### config.mk
export PLATFORM = sky130hd
export DESIGN_NAME = strobe_seq_gen
export DESIGN_NICKNAME = d
export VERILOG_FILES = /design/src/rtl/strobe_seq_gen.sv
export SDC_FILE = /design/constraint.sdc
export NUM_CORES = 1
export LEC_CHECK = 0
export CELL_PAD_IN_SITES_DETAIL_PLACEMENT = 2
export CELL_PAD_IN_SITES_GLOBAL_PLACEMENT = 2
export CORE_UTILIZATION = 36
export CTS_CLUSTER_SIZE = 12
export DETAILED_ROUTE_END_ITERATION = 8
export GPL_ROUTABILITY_DRIVEN = 0
export PLACE_DENSITY_LB_ADDON = 0.1
export SLEW_MARGIN = 15
export SYNTH_ARGS = -nofsm -noshare
export SYNTH_HDL_FRONTEND = slang
export SYNTH_SLANG_ARGS = --single-unit
### constraint.sdc
create_clock -name clk -period 4.6 [get_ports clk]
set_clock_uncertainty 0.05 [all_clocks]
set_input_delay 0.69 -clock clk [delete_from_list [all_inputs] [get_ports clk]]
set_output_delay 0.69 -clock clk [all_outputs]
set_load 0.005 [all_outputs]
### src/rtl/strobe_seq_gen.sv
// Programmable one-cycle strobe generator: periodic, one-shot and round-robin modes over NUM_CH channels.
// Optional build macro STROBE_GEN_STATS_EN adds a saturating strobe-cycle counter (strobe_total) with a stats_clr input.
module strobe_seq_gen #(
    parameter int NUM_CH   = 7,
    parameter int CNT_W    = 8,
    parameter int RR_PTR_W = 3
) (
    input  logic              clk,
    input  logic              rst,
    input  logic              en,
    input  logic [1:0]        mode,
    input  logic [CNT_W-1:0]  period,
    input  logic [NUM_CH-1:0] ch_mask,
    input  logic              start,
    output logic [NUM_CH-1:0] strobe,
    output logic              wr_en,
    output logic              busy,
    output logic              done,
    output logic [CNT_W-1:0]  cnt
`ifdef STROBE_GEN_STATS_EN
    ,
    input  logic              stats_clr,
    output logic [15:0]       strobe_total
`endif
);

    typedef enum logic [1:0] {
        IDLE = 2'd0,
        RUN  = 2'd1,
        DONE = 2'd2
    } state_t;

    localparam logic [1:0]              MODE_PER = 2'd0;
    localparam logic [1:0]              MODE_ONE = 2'd1;
    localparam logic [1:0]              MODE_RR  = 2'd2;
    localparam int                      PW       = RR_PTR_W + 1;
    localparam logic [PW-1:0]           NUM_CH_W = PW'(NUM_CH);
    localparam logic [RR_PTR_W-1:0]     LAST_IDX = RR_PTR_W'(NUM_CH - 1);
    localparam logic [RR_PTR_W-1:0]     PTR_ONE  = RR_PTR_W'(1);
    localparam logic [NUM_CH-1:0]       ONE_CH   = NUM_CH'(1);
    localparam logic [CNT_W-1:0]        CNT_ONE  = CNT_W'(1);

    state_t               state_q, state_d;
    logic [CNT_W-1:0]     cnt_q, cnt_d;
    logic [CNT_W-1:0]     per_q, per_d;
    logic [1:0]           mode_q, mode_d;
    logic [RR_PTR_W-1:0]  rr_ptr_q, rr_ptr_d;
    logic [NUM_CH-1:0]    strobe_q, strobe_d;
    logic                 wr_en_q, wr_en_d;
    logic                 busy_q, busy_d;
    logic                 done_q, done_d;

    logic [1:0]           mode_eff;
    logic [CNT_W-1:0]     period_eff;
    logic                 terminal;
    logic                 rr_found;
    logic [NUM_CH-1:0]    rr_onehot;
    logic [RR_PTR_W-1:0]  rr_ptr_nxt;
    logic [PW-1:0]        probe;
    logic [RR_PTR_W-1:0]  probe_idx;

    assign mode_eff   = (mode == 2'd3) ? MODE_PER : mode;
    assign period_eff = (period == '0) ? CNT_ONE : period;
    assign terminal   = (cnt_q == per_q - CNT_ONE);

    // First set mask bit at or after rr_ptr_q, wrapping past the top channel.
    always_comb begin
        rr_found   = 1'b0;
        rr_onehot  = '0;
        rr_ptr_nxt = rr_ptr_q;
        probe      = '0;
        probe_idx  = '0;
        for (int k = 0; k < NUM_CH; k++) begin
            probe = {1'b0, rr_ptr_q} + PW'(k);
            if (probe >= NUM_CH_W) begin
                probe = probe - NUM_CH_W;
            end
            probe_idx = probe[RR_PTR_W-1:0];
            if (!rr_found && ch_mask[probe_idx]) begin
                rr_found   = 1'b1;
                rr_onehot  = ONE_CH << probe_idx;
                rr_ptr_nxt = (probe_idx == LAST_IDX) ? '0 : probe_idx + PTR_ONE;
            end
        end
    end

    always_comb begin
        state_d  = state_q;
        cnt_d    = cnt_q;
        per_d    = per_q;
        mode_d   = mode_q;
        rr_ptr_d = rr_ptr_q;
        strobe_d = '0;
        done_d   = 1'b0;

        case (state_q)
            IDLE: begin
                cnt_d = '0;
                if (en && ((mode_eff != MODE_ONE) || start)) begin
                    state_d = RUN;
                    mode_d  = mode_eff;
                    per_d   = period_eff;
                end
            end
            RUN: begin
                if (!en) begin
                    state_d = IDLE;
                    cnt_d   = '0;
                end else if (terminal) begin
                    cnt_d = '0;
                    per_d = period_eff;
                    case (mode_q)
                        MODE_ONE: begin
                            strobe_d = ch_mask;
                            state_d  = DONE;
                        end
                        MODE_RR: begin
                            if (rr_found) begin
                                strobe_d = rr_onehot;
                                rr_ptr_d = rr_ptr_nxt;
                            end
                        end
                        default: strobe_d = ch_mask;
                    endcase
                end else begin
                    cnt_d = cnt_q + CNT_ONE;
                end
            end
            DONE: begin
                cnt_d   = '0;
                state_d = IDLE;
                // done lands the cycle after the one-shot strobe, unless en was dropped.
                done_d  = en;
            end
            default: begin
                state_d = IDLE;
                cnt_d   = '0;
            end
        endcase
    end

    assign wr_en_d = |strobe_d;
    assign busy_d  = (state_d == RUN);

    always_ff @(posedge clk or negedge rst) begin
        if (!rst) begin
            state_q  <= IDLE;
            cnt_q    <= '0;
            per_q    <= '0;
            mode_q   <= MODE_PER;
            rr_ptr_q <= '0;
            strobe_q <= '0;
            wr_en_q  <= 1'b0;
            busy_q   <= 1'b0;
            done_q   <= 1'b0;
        end else begin
            state_q  <= state_d;
            cnt_q    <= cnt_d;
            per_q    <= per_d;
            mode_q   <= mode_d;
            rr_ptr_q <= rr_ptr_d;
            strobe_q <= strobe_d;
            wr_en_q  <= wr_en_d;
            busy_q   <= busy_d;
            done_q   <= done_d;
        end
    end

    assign strobe = strobe_q;
    assign wr_en  = wr_en_q;
    assign busy   = busy_q;
    assign done   = done_q;
    assign cnt    = cnt_q;

`ifdef STROBE_GEN_STATS_EN
    logic [15:0] total_q, total_d;

    // Clear takes priority over a coincident strobe cycle.
    always_comb begin
        total_d = total_q;
        if (stats_clr) begin
            total_d = '0;
        end else if (wr_en_q && (total_q != 16'hFFFF)) begin
            total_d = total_q + 16'd1;
        end
    end

    always_ff @(posedge clk or negedge rst) begin
        if (!rst) begin
            total_q <= '0;
        end else begin
            total_q <= total_d;
        end
    end

    assign strobe_total = total_q;
`endif

endmodule

==> insert_results.sql <==
INSERT INTO impl_metrics (metric_group, metric, value, unit) VALUES
('pwr', 'power.density', '371.2', 'nW/um^2'),
('grt', 'global_route.peak_usage_layer', 'met2', ''),
('clocking', 'clock_pin_slew_of_the_registers_on_the_worst_case_setup_and_hold_paths', '0.06', 'ns'),
('grt', 'grt_usage', '30.00', '%'),
('pwr', 'totalPowerFinal', '1.908', 'mW'),
('pwr', 'power.sequential.fraction', '18.9', '%'),
('critical_path', 'timing.critical_path.slowest_stage_cell', 'sky130_fd_sc_hd__ha_1', ''),
('grt', 'number_of_antenna_violations_at_the_first_check_in_global_routing', '0', ''),
('critical_path', 'worstSetupStartpoint', 'rr_ptr_q[0]$_DFFE_PN0P_', ''),
('place', 'place.detailed.instances', '728', ''),
('grt', 'groute.layer.met2.usage', '54.86', '%'),
('clocking', 'max-clock-path-buffers', '2', ''),
('routing', 'routed-via-count', '4609', ''),
('clocking', 'cts_root_buffer', 'sky130_fd_sc_hd__clkbuf_16', ''),
('critical_path', 'r2r_slack', '0.38', 'ns'),
('die', 'effective_utilization_at_floorplan', '36.89', '%'),
('timing', 'post-route-period-util', '91.81', '%'),
('finish', 'area.sequential', '827.0', 'um^2'),
('timing', 'timing.slew.headroom', '27.55', '%'),
('pwr', 'power.share.switching', '48.04', '%'),
('die', 'rows', '40', ''),
('routing', 'viasPerCell', '6.262', ''),
('status', 'status', 'complete, no violations', ''),
('routing', 'route.antenna.remaining_nets', '0', ''),
('clocking', 'cts.sinks', '33', ''),
('die', 'die-height', '112.9', 'um'),
('pwr', 'power.static_leakage', '2.109', 'nW'),
('pwr', 'intPower', '991.7', 'uW'),
('grt', 'use_met3', '3.589', '%'),
('routing', 'drt_drc_violations_left', '0', ''),
('pwr', 'clkPwrFrac', '18.8', '%'),
('finish', 'area_growth_syn_to_layout', '16.04', '%'),
('critical_path', 'crit_buf_inv', '1', ''),
('grt', 'grt_pass1_wl', '29.04', 'mm'),
('critical_path', 'critical_path_cell_by_cell', 'inv_1, ha_1, mux2_2, a32o_1, a2111oi_4, or2_4, nand3_2, nor2_2, o21ai_0, a211oi_1, o21ai_1', ''),
('finish', 'antenna_cells', '0', ''),
('place', 'placement.io_buffers', '38', ''),
('die', 'die_width', '112.9', 'um'),
('finish', 'layout_nets', '634', ''),
('critical_path', 'worstRegToRegCells', '11', ''),
('critical_path', 'worst-endpoint-arrival', '4.31', 'ns'),
('worst_hold_path', 'hold_class', 'register to register', ''),
('finish', 'multi_input_area', '3324', 'um^2'),
('synthesis', 'ys_dominant_reg_cell', 'sky130_fd_sc_hd__dfrtp_1', ''),
('synthesis', 'warnings_synthesis', '0', ''),
('clocking', 'worstSkewPairLatency', '0.29', 'ns'),
('grt', 'first_global_vias', '5040', ''),
('timing', 'number_of_max_slew_violations_in_the_final_report', '0', ''),
('grt', 'global_route.usage.met1', '34.66', '%'),
('critical_path', 'family_with_the_most_delay_on_the_worst_path', 'compound AO/OA/AOI/OAI gates', ''),
('synthesis', 'synth_edf_count', '0', ''),
('synthesis', 'synth.cell_area', '4430', 'um^2'),
('grt', 'pin_count_of_the_biggest_net_entering_global_routing', '44', ''),
('critical_path', 'timing_worst_setup_path_type', 'register to register', ''),
('die', 'design.die.area', '12750', 'um^2'),
('synthesis', 'yosysUniqueCellTypes', '94', ''),
('finish', 'final_layout_size_suffix_gt1_share', '13.75', '%'),
('synthesis', 'synth_fp_nets', '602', ''),
('synthesis', 'synth_sequential_area_ratio', '18.64', '%'),
('critical_path', 'end_kind', 'register', ''),
('timing', 'setup-tns-final', '0', 'ns'),
('timing', 'final_critical_period', '4.223', 'ns'),
('routing', 'number_of_optimization_iterations_in_the_first_detailed_route_pass', '4', ''),
('critical_path', 'critical_path_startpoint_category', 'register', ''),
('finish', 'nFillCells', '1382', ''),
('pwr', 'power.switching', '916.8', 'uW'),
('synthesis', 'synth_async_sr_flop_share', '100.0', '%'),
('critical_path', 'cp.depth', '11', ''),
('critical_path', 'worst_path_largest_cell_delay', '0.57', 'ns'),
('routing', 'detailedRoute.firstIterationViolations', '245', ''),
('routing', 'wire_per_inst', '25.15', 'um');
-- final cells by class --
cell class | instances | share of cell area, %
tap | 147 | 3.578
clock buffer | 7 | 2.969
clock inverter | 1 | 0.09735
multi-input combinational | 464 | 64.66
inverter | 24 | 1.752
sequential | 33 | 16.09
timing repair buffer | 60 | 10.85
-- Yosys cell counts, types with 5 or more instances --
| master | number | area, um^2 |
|---|---|---|
| sky130_fd_sc_hd__nor2_1 | 55 | 206.5 |
| sky130_fd_sc_hd__nand2_1 | 39 | 146.4 |
| sky130_fd_sc_hd__dfrtp_1 | 33 | 825.8 |
| sky130_fd_sc_hd__nand3_1 | 26 | 130.1 |
| sky130_fd_sc_hd__ha_1 | 24 | 300.3 |
| sky130_fd_sc_hd__o21ai_0 | 23 | 115.1 |
| sky130_fd_sc_hd__inv_1 | 22 | 82.58 |
| sky130_fd_sc_hd__a21oi_1 | 20 | 100.1 |
| sky130_fd_sc_hd__mux2i_1 | 15 | 150.1 |
| sky130_fd_sc_hd__nor2b_1 | 15 | 93.84 |
| sky130_fd_sc_hd__and2_1 | 13 | 81.33 |
| sky130_fd_sc_hd__a211oi_1 | 12 | 90.09 |
| sky130_fd_sc_hd__nor3_1 | 12 | 60.06 |
| sky130_fd_sc_hd__and3_1 | 11 | 68.82 |
| sky130_fd_sc_hd__buf_2 | 11 | 55.05 |
| sky130_fd_sc_hd__clkbuf_1 | 11 | 41.29 |
| sky130_fd_sc_hd__mux2_2 | 11 | 123.9 |
| sky130_fd_sc_hd__nand2b_1 | 11 | 68.82 |
| sky130_fd_sc_hd__o211ai_1 | 11 | 82.58 |
| sky130_fd_sc_hd__xnor2_1 | 11 | 96.34 |
| sky130_fd_sc_hd__xor2_1 | 11 | 96.34 |
| sky130_fd_sc_hd__a31oi_1 | 9 | 56.30 |
| sky130_fd_sc_hd__buf_4 | 6 | 45.04 |
| sky130_fd_sc_hd__nand3b_1 | 6 | 45.04 |
| sky130_fd_sc_hd__o21ai_1 | 6 | 30.03 |
| sky130_fd_sc_hd__nand4_1 | 5 | 31.28 |
| sky130_fd_sc_hd__nor3b_1 | 5 | 37.54 |
| sky130_fd_sc_hd__o221ai_1 | 5 | 43.79 |
| sky130_fd_sc_hd__or4_1 | 5 | 37.54 |
-- worst min path at each step --
| stage | start | endpoint | cells past startpoint |
|---|---|---|---|
| 2_1_floorplan | rst | busy$_DFF_PN0_ | 0 |
| 3_3_place_gp | per_q[7]$_DFFE_PN0P_ | per_q[7]$_DFFE_PN0P_ | 1 |
| 3_5_place_dp | per_q[7]$_DFFE_PN0P_ | per_q[7]$_DFFE_PN0P_ | 1 |
| 4_1_cts | per_q[7]$_DFFE_PN0P_ | per_q[7]$_DFFE_PN0P_ | 1 |
| 5_1_grt | per_q[7]$_DFFE_PN0P_ | per_q[7]$_DFFE_PN0P_ | 1 |
| 6_report | per_q[7]$_DFFE_PN0P_ | per_q[7]$_DFFE_PN0P_ | 1 |
-- flip-flops by register name, summed over array words and instances, names as in the netlist --
name	cells
rr_ptr_q	3
cnt	8
wr_en	1
mode_q	2
done	1
strobe	7
state_q	2
busy	1
per_q	8
-- power by group through the flow --
| stage | combinational [mW] | clock [mW] | sequential [mW] |
|---|---|---|---|
| 2_1_floorplan | 0.817 | 0 | 0.350 |
| 3_3_place_gp | 1.13 | 0 | 0.363 |
| 3_5_place_dp | 1.17 | 0 | 0.365 |
| 4_1_cts | 1.18 | 0.368 | 0.362 |
| 5_1_grt | 1.28 | 0.379 | 0.366 |
| 6_report | 1.19 | 0.359 | 0.360 |
-- layer usage --
layer / vias up / wire length [um]
li1: 2116 / -
met1: 2322 / 7752
met2: 123 / 9282
met3: 48 / 663
met4: 0 / 812
met5: - / 0
-- per-stage QoR --
step	hold slack [ns]	worst slack [ns]	cell area, um^2
2_1_floorplan	0.3444	0.6294	4431
3_3_place_gp	0.4698	0.4663	4984
3_5_place_dp	0.4770	0.4566	4984
4_1_cts	0.4901	0.4187	5141
5_1_grt	0.5160	0.2004	5141
6_report	0.4853	0.3769	5141
-- cells in the final DEF (no fill, tap or decap), types with 11 or more instances in the layout --
cell type	synthesis	routed
sky130_fd_sc_hd__nand3_1	26	26
sky130_fd_sc_hd__nor3_1	12	12
sky130_fd_sc_hd__xnor2_1	11	11
sky130_fd_sc_hd__nor2_1	55	55
sky130_fd_sc_hd__a211oi_1	12	12
sky130_fd_sc_hd__a21oi_1	20	20
sky130_fd_sc_hd__and2_1	13	13
sky130_fd_sc_hd__nor2b_1	15	15
sky130_fd_sc_hd__buf_4	6	21
sky130_fd_sc_hd__ha_1	24	24
sky130_fd_sc_hd__and3_1	11	11
sky130_fd_sc_hd__clkdlybuf4s50_1	0	38
sky130_fd_sc_hd__xor2_1	11	11
sky130_fd_sc_hd__nand2_1	39	39
sky130_fd_sc_hd__o21ai_0	23	23
sky130_fd_sc_hd__o211ai_1	11	11
sky130_fd_sc_hd__mux2_2	11	11
sky130_fd_sc_hd__mux2i_1	15	15
sky130_fd_sc_hd__inv_1	22	22
sky130_fd_sc_hd__nand2b_1	11	11
sky130_fd_sc_hd__dfrtp_1	33	32
-- logic make-up after synthesis --
group / Yosys count / share of synthesized area, %
multiplexers: 29 / 7.286
adder cells (fa/ha/maj): 25 / 7.230
AND/OR/NAND/NOR: 236 / 29.96
AO/OA/AOI/OAI: 152 / 26.21
buffers and inverters: 59 / 6.326
flip-flops: 33 / 18.64
XOR/XNOR: 22 / 4.349
Note: power is estimated with default switching activity, not from simulation.
